`config.mk`:
```
export PLATFORM = sky130hd
export DESIGN_NAME = fan_ctrl_scheduler
export DESIGN_NICKNAME = d
export VERILOG_FILES = /design/src/rtl/fan_ctrl_scheduler.sv
export SDC_FILE = /design/constraint.sdc
export NUM_CORES = 1
export LEC_CHECK = 0
export ABC_CLOCK_PERIOD_IN_PS = 2050
export CAP_MARGIN = 20
export CORE_UTILIZATION = 51
export DETAILED_ROUTE_END_ITERATION = 12
export PLACE_DENSITY = 0.87
export RECOVER_POWER = 100
export SYNTH_ARGS = -nofsm -noshare
export SYNTH_HDL_FRONTEND = slang
export SYNTH_SLANG_ARGS = --single-unit
```
`constraint.sdc`:
```
create_clock -name clk_i -period 2.05 [get_ports clk_i]
set_input_delay 0.3075 -clock clk_i [delete_from_list [all_inputs] [get_ports clk_i]]
set_output_delay 0.3075 -clock clk_i [all_outputs]
set_load 0.02 [all_outputs]
```
`src/rtl/fan_ctrl_scheduler.sv`:
```
`default_nettype none
// ============================================================================
//  Module      : fan_ctrl_scheduler
//  Description : Fan-control timing and sequencing. Prescales clk into the
//                PWM clock-enable, derives the PID sample tick from it, runs
//                the ADC start/wait/latch handshake on each tick and issues a
//                one-cycle PID clock-enable once a fresh sample is held.
//                Flags ADC timeouts and ticks that arrive while busy.
//  Revision    : 1.0 - initial release
// ============================================================================
module fan_ctrl_scheduler #(
   parameter int ADC_BITWIDTH      = 8,
   parameter int PRESCALE_BITWIDTH = 8,
   parameter int PERIOD_BITWIDTH   = 12,
   parameter int TIMEOUT_CYCLES    = 255
) (
   input  logic                         clk_i,
   input  logic                         rstn_i,
   input  logic                         enable_i,
   input  logic                         clear_i,
   input  logic [PRESCALE_BITWIDTH-1:0] pwm_prescale_i,
   input  logic [PERIOD_BITWIDTH-1:0]   pid_period_i,
   input  logic [ADC_BITWIDTH-1:0]      adc_data_i,
   input  logic                         adc_valid_i,
   output logic                         adc_start_o,
   output logic [ADC_BITWIDTH-1:0]      adc_value_o,
   output logic                         clk_en_PWM_o,
   output logic                         clk_en_PID_o,
   output logic                         busy_o,
   output logic                         fault_o,
   output logic                         overrun_o
);

   // Wait counter only needs to reach TIMEOUT_CYCLES-1
   localparam int WCNT_W = (TIMEOUT_CYCLES > 1) ? $clog2(TIMEOUT_CYCLES) : 1;
   localparam logic [WCNT_W-1:0] c_WCNT_LAST = WCNT_W'(TIMEOUT_CYCLES - 1);

   localparam logic [1:0] c_IDLE   = 2'd0;
   localparam logic [1:0] c_START  = 2'd1;
   localparam logic [1:0] c_WAIT   = 2'd2;
   localparam logic [1:0] c_UPDATE = 2'd3;

   logic [1:0]                   state_q, state_d;
   logic [PRESCALE_BITWIDTH-1:0] pcnt_q, pcnt_d;
   logic [PERIOD_BITWIDTH-1:0]   tcnt_q, tcnt_d;
   logic [WCNT_W-1:0]            wcnt_q, wcnt_d;

   logic                         adc_start_q, adc_start_d;
   logic [ADC_BITWIDTH-1:0]      adc_value_q, adc_value_d;
   logic                         pwm_q, pwm_d;
   logic                         pid_q, pid_d;
   logic                         busy_q, busy_d;
   logic                         fault_q, fault_d;
   logic                         overrun_q, overrun_d;

   logic w_pmatch;
   logic w_tick;
   logic w_accept;
   logic w_timeout;
   logic w_overrun_set;

   // Match/tick/handshake events; all are suppressed while the scheduler is stopped
   always_comb begin
      w_pmatch      = enable_i && (pcnt_q == pwm_prescale_i);
      w_tick        = w_pmatch && (tcnt_q == pid_period_i);
      w_accept      = enable_i && (state_q == c_WAIT) && adc_valid_i;
      w_timeout     = enable_i && (state_q == c_WAIT) && !adc_valid_i &&
                      (wcnt_q == c_WCNT_LAST);
      w_overrun_set = w_tick && (state_q != c_IDLE);
   end

   // Prescaler, period and wait counters; counters wrap naturally at their width
   always_comb begin
      pcnt_d = pcnt_q;
      tcnt_d = tcnt_q;
      wcnt_d = '0;
      if (!enable_i) begin
         pcnt_d = '0;
         tcnt_d = '0;
      end else begin
         if (w_pmatch) begin
            pcnt_d = '0;
         end else begin
            pcnt_d = pcnt_q + 1'b1;
         end
         if (w_tick) begin
            tcnt_d = '0;
         end else if (w_pmatch) begin
            tcnt_d = tcnt_q + 1'b1;
         end
         if (state_q == c_WAIT) begin
            wcnt_d = wcnt_q + 1'b1;
         end
      end
   end

   // FSM next state; valid in the final wait cycle beats the timeout
   always_comb begin
      state_d = state_q;
      case (state_q)
         c_IDLE:   if (w_tick) state_d = c_START;
         c_START:  state_d = c_WAIT;
         c_WAIT: begin
            if (adc_valid_i) begin
               state_d = c_UPDATE;
            end else if (wcnt_q == c_WCNT_LAST) begin
               state_d = c_IDLE;
            end
         end
         c_UPDATE: state_d = c_IDLE;
         default:  state_d = c_IDLE;
      endcase
      if (!enable_i) begin
         state_d = c_IDLE;
      end
   end

   // Output next values derived from the upcoming state so every output is a flop
   always_comb begin
      adc_start_d = (state_d == c_START);
      pid_d       = (state_d == c_UPDATE);
      busy_d      = (state_d != c_IDLE);
      pwm_d       = w_pmatch;
      adc_value_d = w_accept ? adc_data_i : adc_value_q;
      fault_d     = fault_q;
      overrun_d   = overrun_q;
      if (clear_i) begin
         fault_d   = 1'b0;
         overrun_d = 1'b0;
      end
      if (w_timeout) begin
         fault_d = 1'b1;
      end
      if (w_overrun_set) begin
         overrun_d = 1'b1;
      end
   end

   // FSM state register
   always_ff @(posedge clk_i or negedge rstn_i) begin
      if (!rstn_i) begin
         state_q <= c_IDLE;
      end else begin
         state_q <= state_d;
      end
   end

   // Counter registers
   always_ff @(posedge clk_i or negedge rstn_i) begin
      if (!rstn_i) begin
         pcnt_q <= '0;
         tcnt_q <= '0;
         wcnt_q <= '0;
      end else begin
         pcnt_q <= pcnt_d;
         tcnt_q <= tcnt_d;
         wcnt_q <= wcnt_d;
      end
   end

   // Output registers
   always_ff @(posedge clk_i or negedge rstn_i) begin
      if (!rstn_i) begin
         adc_start_q <= 1'b0;
         adc_value_q <= '0;
         pwm_q       <= 1'b0;
         pid_q       <= 1'b0;
         busy_q      <= 1'b0;
         fault_q     <= 1'b0;
         overrun_q   <= 1'b0;
      end else begin
         adc_start_q <= adc_start_d;
         adc_value_q <= adc_value_d;
         pwm_q       <= pwm_d;
         pid_q       <= pid_d;
         busy_q      <= busy_d;
         fault_q     <= fault_d;
         overrun_q   <= overrun_d;
      end
   end

   assign adc_start_o  = adc_start_q;
   assign adc_value_o  = adc_value_q;
   assign clk_en_PWM_o = pwm_q;
   assign clk_en_PID_o = pid_q;
   assign busy_o       = busy_q;
   assign fault_o      = fault_q;
   assign overrun_o    = overrun_q;

endmodule
`default_nettype wire
```
# Yosys cells after proc, flatten, opt, wreduce, memory -nomap -nowiden
# Index checks and enable logic that the tools add are counted.
# totals
regBits	44
out_inout_bits	14
word_cells	51
# op_classes
n_addsub	3
n_eq_ne	9
muxes	15
reduce_logical	13
# op_table
cell	count
12-bit 2-to-1 mux	3
8-bit 2-to-1 mux	4
8-bit by 1-bit adder with 8-bit output, second input constant	2
12-bit by 1-bit adder with 12-bit output, second input constant	1
12-bit == test	1
8-bit == test	1
8-bit == test, second input constant	1
2-bit 2-to-1 mux	4
2-bit case mux with 4 select lines	1
2-bit nonzero test	4
1-bit logical AND	7
2-bit == test, second input constant	3
2-bit by 1-bit == test with 1-bit output, second input constant	2
1-bit 2-to-1 mux	3
3-bit by 1-bit inequality test with 1-bit output, second input constant	1
2-bit zero test	1
1-bit zero test	1

# Logic depth before layout (Yosys ltp)
# Gate-level depths: netlist of run 1.
# depth
ltp_word	7
mapped_depth	7
mapped_depth_nobuf	7

# Worst setup path before layout of run 1
# OpenSTA, ideal clock, no wires.
# synth_path
kind	register -> register
start	reg pcnt_q[0]
end	reg state_q[0]
setup_ns	0.090
t_arrival_ns	1.606
path_slack_ns	0.354
path_stages_with_launch	7
period_less_slack_ns	1.696
cell_sequence	dfrtp_1 > xnor2_1 > nand4_1 > or2_1 > buf_2 > or3_4 > o31ai_4
# synth_via
elab_chain_cells	6
# synth_rtl
item	line_no	text
from (decl)	44	logic [PRESCALE_BITWIDTH-1:0] pcnt_q, pcnt_d;
from (signal assigned)	155	pcnt_q <= pcnt_d;
8-bit == test	64	w_pmatch = enable_i && (pcnt_q == pwm_prescale_i);
1-bit logical AND	64	
1-bit logical AND	65	w_tick = w_pmatch && (tcnt_q == pid_period_i);
2-bit 2-to-1 mux	101	c_IDLE: if (w_tick) state_d = c_START;
2-bit case mux with 4 select lines	100	case (state_q)
2-bit 2-to-1 mux	113	if (!enable_i) begin
named net state_d[0]	43	logic [1:0] state_q, state_d;
to (signal assigned)	142	state_q <= c_IDLE;
to (signal assigned)	144	state_q <= state_d;
to (decl)	43	
# The timed path passes the listed nets, and every way through them passes these cells.
# A chain may end at the register's enable or synchronous reset.

# Final worst setup path of run 1
# layout_path
start	reg tcnt_q[2]
end	reg adc_start_q (netlist: adc_start_o)
# layout_via
elab_chain_cells	6
# layout_rtl
item	line_no	text
from (decl)	45	logic [PERIOD_BITWIDTH-1:0] tcnt_q, tcnt_d;
from (signal assigned)	156	tcnt_q <= tcnt_d;
12-bit == test	65	
1-bit logical AND	65	
2-bit 2-to-1 mux	101	
2-bit case mux with 4 select lines	100	
2-bit 2-to-1 mux	113	
2-bit by 1-bit == test with 1-bit output	120	adc_start_d = (state_d == c_START);
named net adc_start_d	48	logic adc_start_q, adc_start_d;
to (signal assigned)	172	adc_start_q <= adc_start_d;
to (decl)	48	
# The timed path passes the listed nets, and every way through them passes these cells.

==> results of run 1 <==
## logic make-up (layout without fill, tap and decap cells)
logic type                 Yosys count  after routing  synth area share (%)
and+or+nand+nor                    124            124                  26.4
DFF                                 44             44                  49.0
xor gates and xnor gates            32             32                  12.5
AOI/OAI and AO/OA                   23             23                  6.90
buffers and inverters               17             72                  2.95
adders and majority gates            4              4                  2.23
## worst min-delay path by stage
stage                   startpoint              to  slack [ps]  depth (start not counted)
global placement            rstn_i       pcnt_q[7]         290                          1
detailed placement          rstn_i       pcnt_q[7]         300                          1
floorplan                   rstn_i     adc_start_o          10                          0
finish              adc_value_o[7]  adc_value_o[7]         470                          2
global route        adc_value_o[0]  adc_value_o[0]         510                          2
CTS                 adc_value_o[1]  adc_value_o[1]         480                          2
## synthesized netlist by cell type, drive strengths merged
cell type	instances	share of area, %
a21oi	6	1.3
a22oi	3	1.0
a31oi	5	1.4
and2	3	0.84
and3	6	1.7
and4	3	1.2
buf	3	0.61
clkbuf	6	1.0
clkinv	1	0.17
dfrtp	44	49
ha	4	2.2
inv	7	1.2
nand2	42	7.0
nand3	25	5.6
nand3b	2	0.67
nand4	6	1.7
nand4b	1	0.39
nor2	23	3.8
nor2b	2	0.56
nor3	4	0.89
nor4	5	1.4
o21a	2	0.67
o21ai	2	0.45
o22ai	4	1.1
o31ai	1	0.95
or2	1	0.28
or3	1	0.50
xnor2	10	3.9
xor2	22	8.6
## tightest hold or removal path, stage by stage, from the launching register on
cell	delay, ps
dfrtp_1	340
nand2_1	50
nand2_1	50
## power by group
group,internal [W],switching [W]
registers,0.000885,0.0000150
clock network,0.000274,0.000304
logic,0.000105,0.0000842
## placed cells by master, fill, tap and decap left out, drive strengths merged, types with 4 or more instances in the layout
cell,count
xnor2,10
a21oi,6
dfrtp,44
buf,8
inv,7
and3,6
dlygate4sd3,15
ha,4
nor3,4
clkdlybuf4s50,31
xor2,22
nor2,23
clkbuf,9
nand2,42
a31oi,5
o22ai,4
nand3,25
nor4,5
nand4,6
## metrics by stage
step,std cells,total power (W),area [um2],TNS (ps)
2_1_floorplan,244,0.000981,2250,0
3_3_place_gp,340,0.00111,2810,0
3_5_place_dp,340,0.00111,2810,-67.7
4_1_cts,349,0.00168,2910,0
5_1_grt,349,0.00174,2900,0
6_report,349,0.00167,2900,0
## per-layer routing
layer	global-route usage [%]	part of all wire, %	vias to the layer above
li1	-	-	943
met1	30.1	43	926
met2	40.6	48	75
met3	6.67	7.9	10
met4	7.81	1.5	0
met5	0	0	-
## flip-flops by register name, indices dropped and copies added (netlist names)
signal,cells
tcnt_q,12
adc_value_o,8
pcnt_q,8
wcnt_q,8
state_q,2
adc_start_o,1
busy_o,1
clk_en_PID_o,1
clk_en_PWM_o,1
fault_o,1
overrun_o,1
## repair_timing
action,CTS,global route
hold buffers,1,0
setup endpoints to repair,0,0
endpoints found under the hold margin,19,0
## area by class of cell
| cell class | instances | share of cell area [%] |
|---|---|---|
| inverter | 8 | 1.03 |
| sequential | 44 | 37.9 |
| timing repair buffer | 56 | 18.6 |
| multi-input combinational | 183 | 37.0 |
| tap | 50 | 2.16 |
| clock buffer | 7 | 2.97 |
| clock inverter | 1 | 0.259 |
==> results.json, run 1 <==
{
  "grt_use_total_pct": 24.2,
  "hold_slack_ps": 472,
  "crit_slowest_cell": "dfrtp_1",
  "root_buffer": "clkbuf_8",
  "io_buffers": 46,
  "worstHoldPathType": "reg2reg",
  "hpwl_mm": 3.53,
  "dieArea_um2": 4680,
  "rsz0062_at_grt": "false",
  "maxSlewViolCount": 0,
  "die_h_um": 68.4,
  "htreeDepth": 2,
  "antennaDiodeCount": 0,
  "core-area_um2": 4120,
  "post-route-min-period_ps": 1970,
  "regArea_um2": 1100,
  "final_hold_viol_count": 0,
  "slew_headroom_pct": 20.3,
  "rr_worst_depth": 5,
  "globalplace.congestion": 0.850,
  "vias": 1954,
  "yosys.cell_types.count": 30,
  "die_w_um": 68.4,
  "first_pass_iters": 5,
  "post-route-util_pct": 70.5,
  "clock_latency_ps": 300,
  "crit_chain": "xor2_1 > nor4_1 > nand3_1 > or3_1 > nor3_1",
  "rrSetupSlack_ps": 80,
  "wirelength_mm": 4.97,
  "grt_max_degree": 26,
  "drtAntennaViolNets": 0,
  "num-fill-cells": 319,
  "worstPathRequired_ps": 2240,
  "nets": 335,
  "yosys_warnings": 0,
  "tightest_slew_ps": 1190,
  "p_per_area_nw_per_um2": 574,
  "grt_pass1_vias": 1883,
  "finalSetupViolCount": 0,
  "grt_pass1_wl_mm": 8.25,
  "endpoint": "adc_start_o",
  "netlist_area_um2": 2250,
  "power.leakage_nw": 1.31,
  "crit_arrival_ps": 2160,
  "clkSinkCount": 44,
  "worst_clock_skew_ps": 7.68,
  "fmax_mhz": 508,
  "avgSynthCellArea_um2": 9.21,
  "path_buf_inv": 0,
  "r2r_start": "tcnt_q[2]",
  "post_cts_buffers": 0,
  "synthCells": 244,
  "ctsLongestPathBuffers": 2,
  "multi_input_comb_area_um2": 1070,
  "path_clk_slew_ps": 80,
  "antenna_found_initial": 0,
  "area_growth_pct": 29.2,
  "overflow": 0,
  "drc_errors": 0,
  "rows": 23,
  "cts_tree": "yes",
  "worstPathMaxFanout": 7,
  "io_pins": 47,
  "ys_ff_latch": 44,
  "crit_type": "reg2reg",
  "worstSetupStartpoint": "tcnt_q[2]",
  "period_share_pct": 96.0,
  "status": "finished, final reports clean",
  "cts_made_buffers": 5,
  "place_ws_ps": -67.7,
  "maxCapViolCount": 0,
  "postSynthNetCount": 281,
  "crit_path_max_incr_delay_ps": 480,
  "cts.repair.resized": 0,
  "crit_cells": 5,
  "setup_ws_ps": 82.8,
  "r2r-end": "adc_start_o",
  "ir_worst_vdd_v": 0.000299,
  "start_util_pct": 54.6,
  "end_kind": "register",
  "drt_iter0_markers": 105,
  "viasPerCell": 5.60,
  "critical-path-top-delay-family": "simple AND/OR/NAND/NOR gates",
  "drive_gt1_share_pct": 5.35,
  "cp-start-kind": "register",
  "seq_area_frac_synth_pct": 49.0,
  "post_drt_wl_per_cell_um": 14.2
}
Note: power is estimated with default switching activity, not from simulation.
==> inputs of run 2 (changes only) <==
CTS_CLUSTER_SIZE = 20   (was not set)
==> results of run 2 <==
The final DEF is identical to that of run 1; final timing and power are the same.
==> inputs of run 3 (changes only) <==
CELL_PAD_IN_SITES_DETAIL_PLACEMENT = 1   (was not set)
CELL_PAD_IN_SITES_GLOBAL_PLACEMENT = 1   (was not set)
CORE_UTILIZATION = 38   (was 51)
CTS_CLUSTER_DIAMETER = 80   (was not set)
PLACE_DENSITY = 0.86   (was 0.87)
REMOVE_ABC_BUFFERS = 1   (was not set)
==> results.json, run 3 (synthesized netlist as in run 1, its figures left out) <==
{
  "crit_type": "reg2reg",
  "drt_iter0_markers": 86,
  "wirelength_mm": 5.90,
  "rsz0062_at_grt": "false",
  "worst_clock_skew_ps": 5.36,
  "die_h_um": 78.9,
  "final_hold_viol_count": 0,
  "rows": 27,
  "drive_gt1_share_pct": 6.98,
  "antennaDiodeCount": 0,
  "grt_pass1_wl_mm": 9.97,
  "tightest_slew_ps": 883,
  "grt_pass1_vias": 2118,
  "cp-start-kind": "register",
  "slew_headroom_pct": 41.1,
  "clock_latency_ps": 300,
  "path_buf_inv": 0,
  "path_clk_slew_ps": 90,
  "worstPathRequired_ps": 2270,
  "first_pass_iters": 4,
  "post_drt_wl_per_cell_um": 15.8,
  "ir_worst_vdd_v": 0.000288,
  "antenna_found_initial": 0,
  "maxCapViolCount": 0,
  "fmax_mhz": 536,
  "setup_ws_ps": 183,
  "root_buffer": "clkbuf_8",
  "cts_tree": "yes",
  "critical-path-top-delay-family": "simple AND/OR/NAND/NOR gates",
  "viasPerCell": 5.28,
  "worstPathMaxFanout": 7,
  "nets": 337,
  "dpl.cell_count": 364,
  "layout_common_cells": "44 x dfrtp_1, 42 x nand2_1, 31 x clkdlybuf4s50_1, 25 x nand3_1, 23 x nor2_1",
  "drc_errors": 0,
  "hpwl_mm": 4.29,
  "power.leakage_nw": 1.33,
  "crit_chain": "xor2_1 > nor4_2 > nand3_1 > or3_1 > o31ai_4",
  "period_share_pct": 91.1,
  "htreeDepth": 2,
  "largest_reg_flops": 12,
  "drtAntennaViolNets": 0,
  "die_w_um": 78.9,
  "core-area_um2": 5610,
  "overflow": 0,
  "clkSinkCount": 44,
  "place_ws_ps": -176,
  "io_buffers": 46,
  "fin_cells": 373,
  "grt_use_total_pct": 20.9,
  "power_w": 0.00178,
  "grt_max_degree": 21,
  "cts_made_buffers": 5,
  "finalSetupViolCount": 0,
  "crit_path_max_incr_delay_ps": 480,
  "vias": 1971,
  "io_pins": 47,
  "globalplace.congestion": 0.837,
  "p_per_area_nw_per_um2": 603,
  "crit_arrival_ps": 2080,
  "dieArea_um2": 6230,
  "post_cts_buffers": 0,
  "post-route-min-period_ps": 1870,
  "area_growth_pct": 31.7,
  "regMostFlops": "tcnt_q",
  "final_common_cell": "dfrtp_1",
  "crit_slowest_cell": "dfrtp_1",
  "start_util_pct": 40.1,
  "maxSlewViolCount": 0,
  "status": "finished, final reports clean",
  "worstHoldPathType": "reg2reg",
  "end_kind": "register",
  "num-fill-cells": 668,
  "ctsLongestPathBuffers": 2
}
-- run 3: changes by cell type in the layout (fill, tap and decap cells not counted) --
cell       change
bufinv_16      +1
clkbuf_8       -1
clkbuf_1       -2
nor4_2         +1
clkbuf_2       +2
buf_4          +2
nor4_1         -1
inv_6          +1
buf_12         -1
-- run 3: power breakdown --
part | internal [W] | switching [W]
Clock | 0.000367 | 0.000323
Combinational | 0.000103 | 0.0000901
Sequential | 0.000885 | 0.0000157
Total | 0.00136 | 0.000429
-- run 3: timing repair --
action                     CTS  global route
gates resized for setup      0             1
hold buffers                 1             0
setup endpoints to repair    0             3
hold endpoints to repair    14             0
-- run 3: layout make-up --
cell class              instances  area (um2)  share of cell area, %
flip-flops and latches         44        1100                   37.2
multi-input cells             183        1080                   36.5
repair buffers                 58         542                   18.3
well taps                      72        90.1                   3.04
clock buffers                   5        68.8                   2.33
clock inverters                 3        46.3                   1.56
inverters                       8        30.0                   1.01
-- run 3: final timing paths --
path,startpoint,endpoint,slack [ps],cells past startpoint
worst max register to register,tcnt_q[2],state_q[0],180,5
worst min register to register,adc_value_o[4],adc_value_o[4],490,2
worst min-delay path,adc_value_o[4],adc_value_o[4],490,2
worst max-delay path,tcnt_q[2],state_q[0],180,5
max in group asynchronous,rstn_i,clk_en_PWM_o,480,3
min in group asynchronous,rstn_i,wcnt_q[0],630,2
-- run 3: worst min-delay path, delay by kind of cell (launching register included) --
kind / cells / cell delay, ps
simple gates: 2 / 110
flops: 1 / 350
-- run 3: metrics by stage --
step                setup TNS [ps]  hold WS (ps)  instance area [um2]  utilization [%]
floorplan                        0          11.9                 2210                -
global placement             -1300           235                 2840             50.6
detailed placement           -1690           243                 2840             50.6
CTS                              0           447                 2960             52.9
global route                     0           510                 2960             52.8
finish                           0           489                 2960             52.8
-- run 3: metal layers --
metal	GRT usage (%)	wire, um	vias to the layer above	part of all wire (%)
li1	-	-	941	-
met1	25.5	2720	977	46
met2	36.5	2890	42	49
met3	4.02	204	11	3.5
met4	7.45	95	0	1.6
met5	0	0	-	0
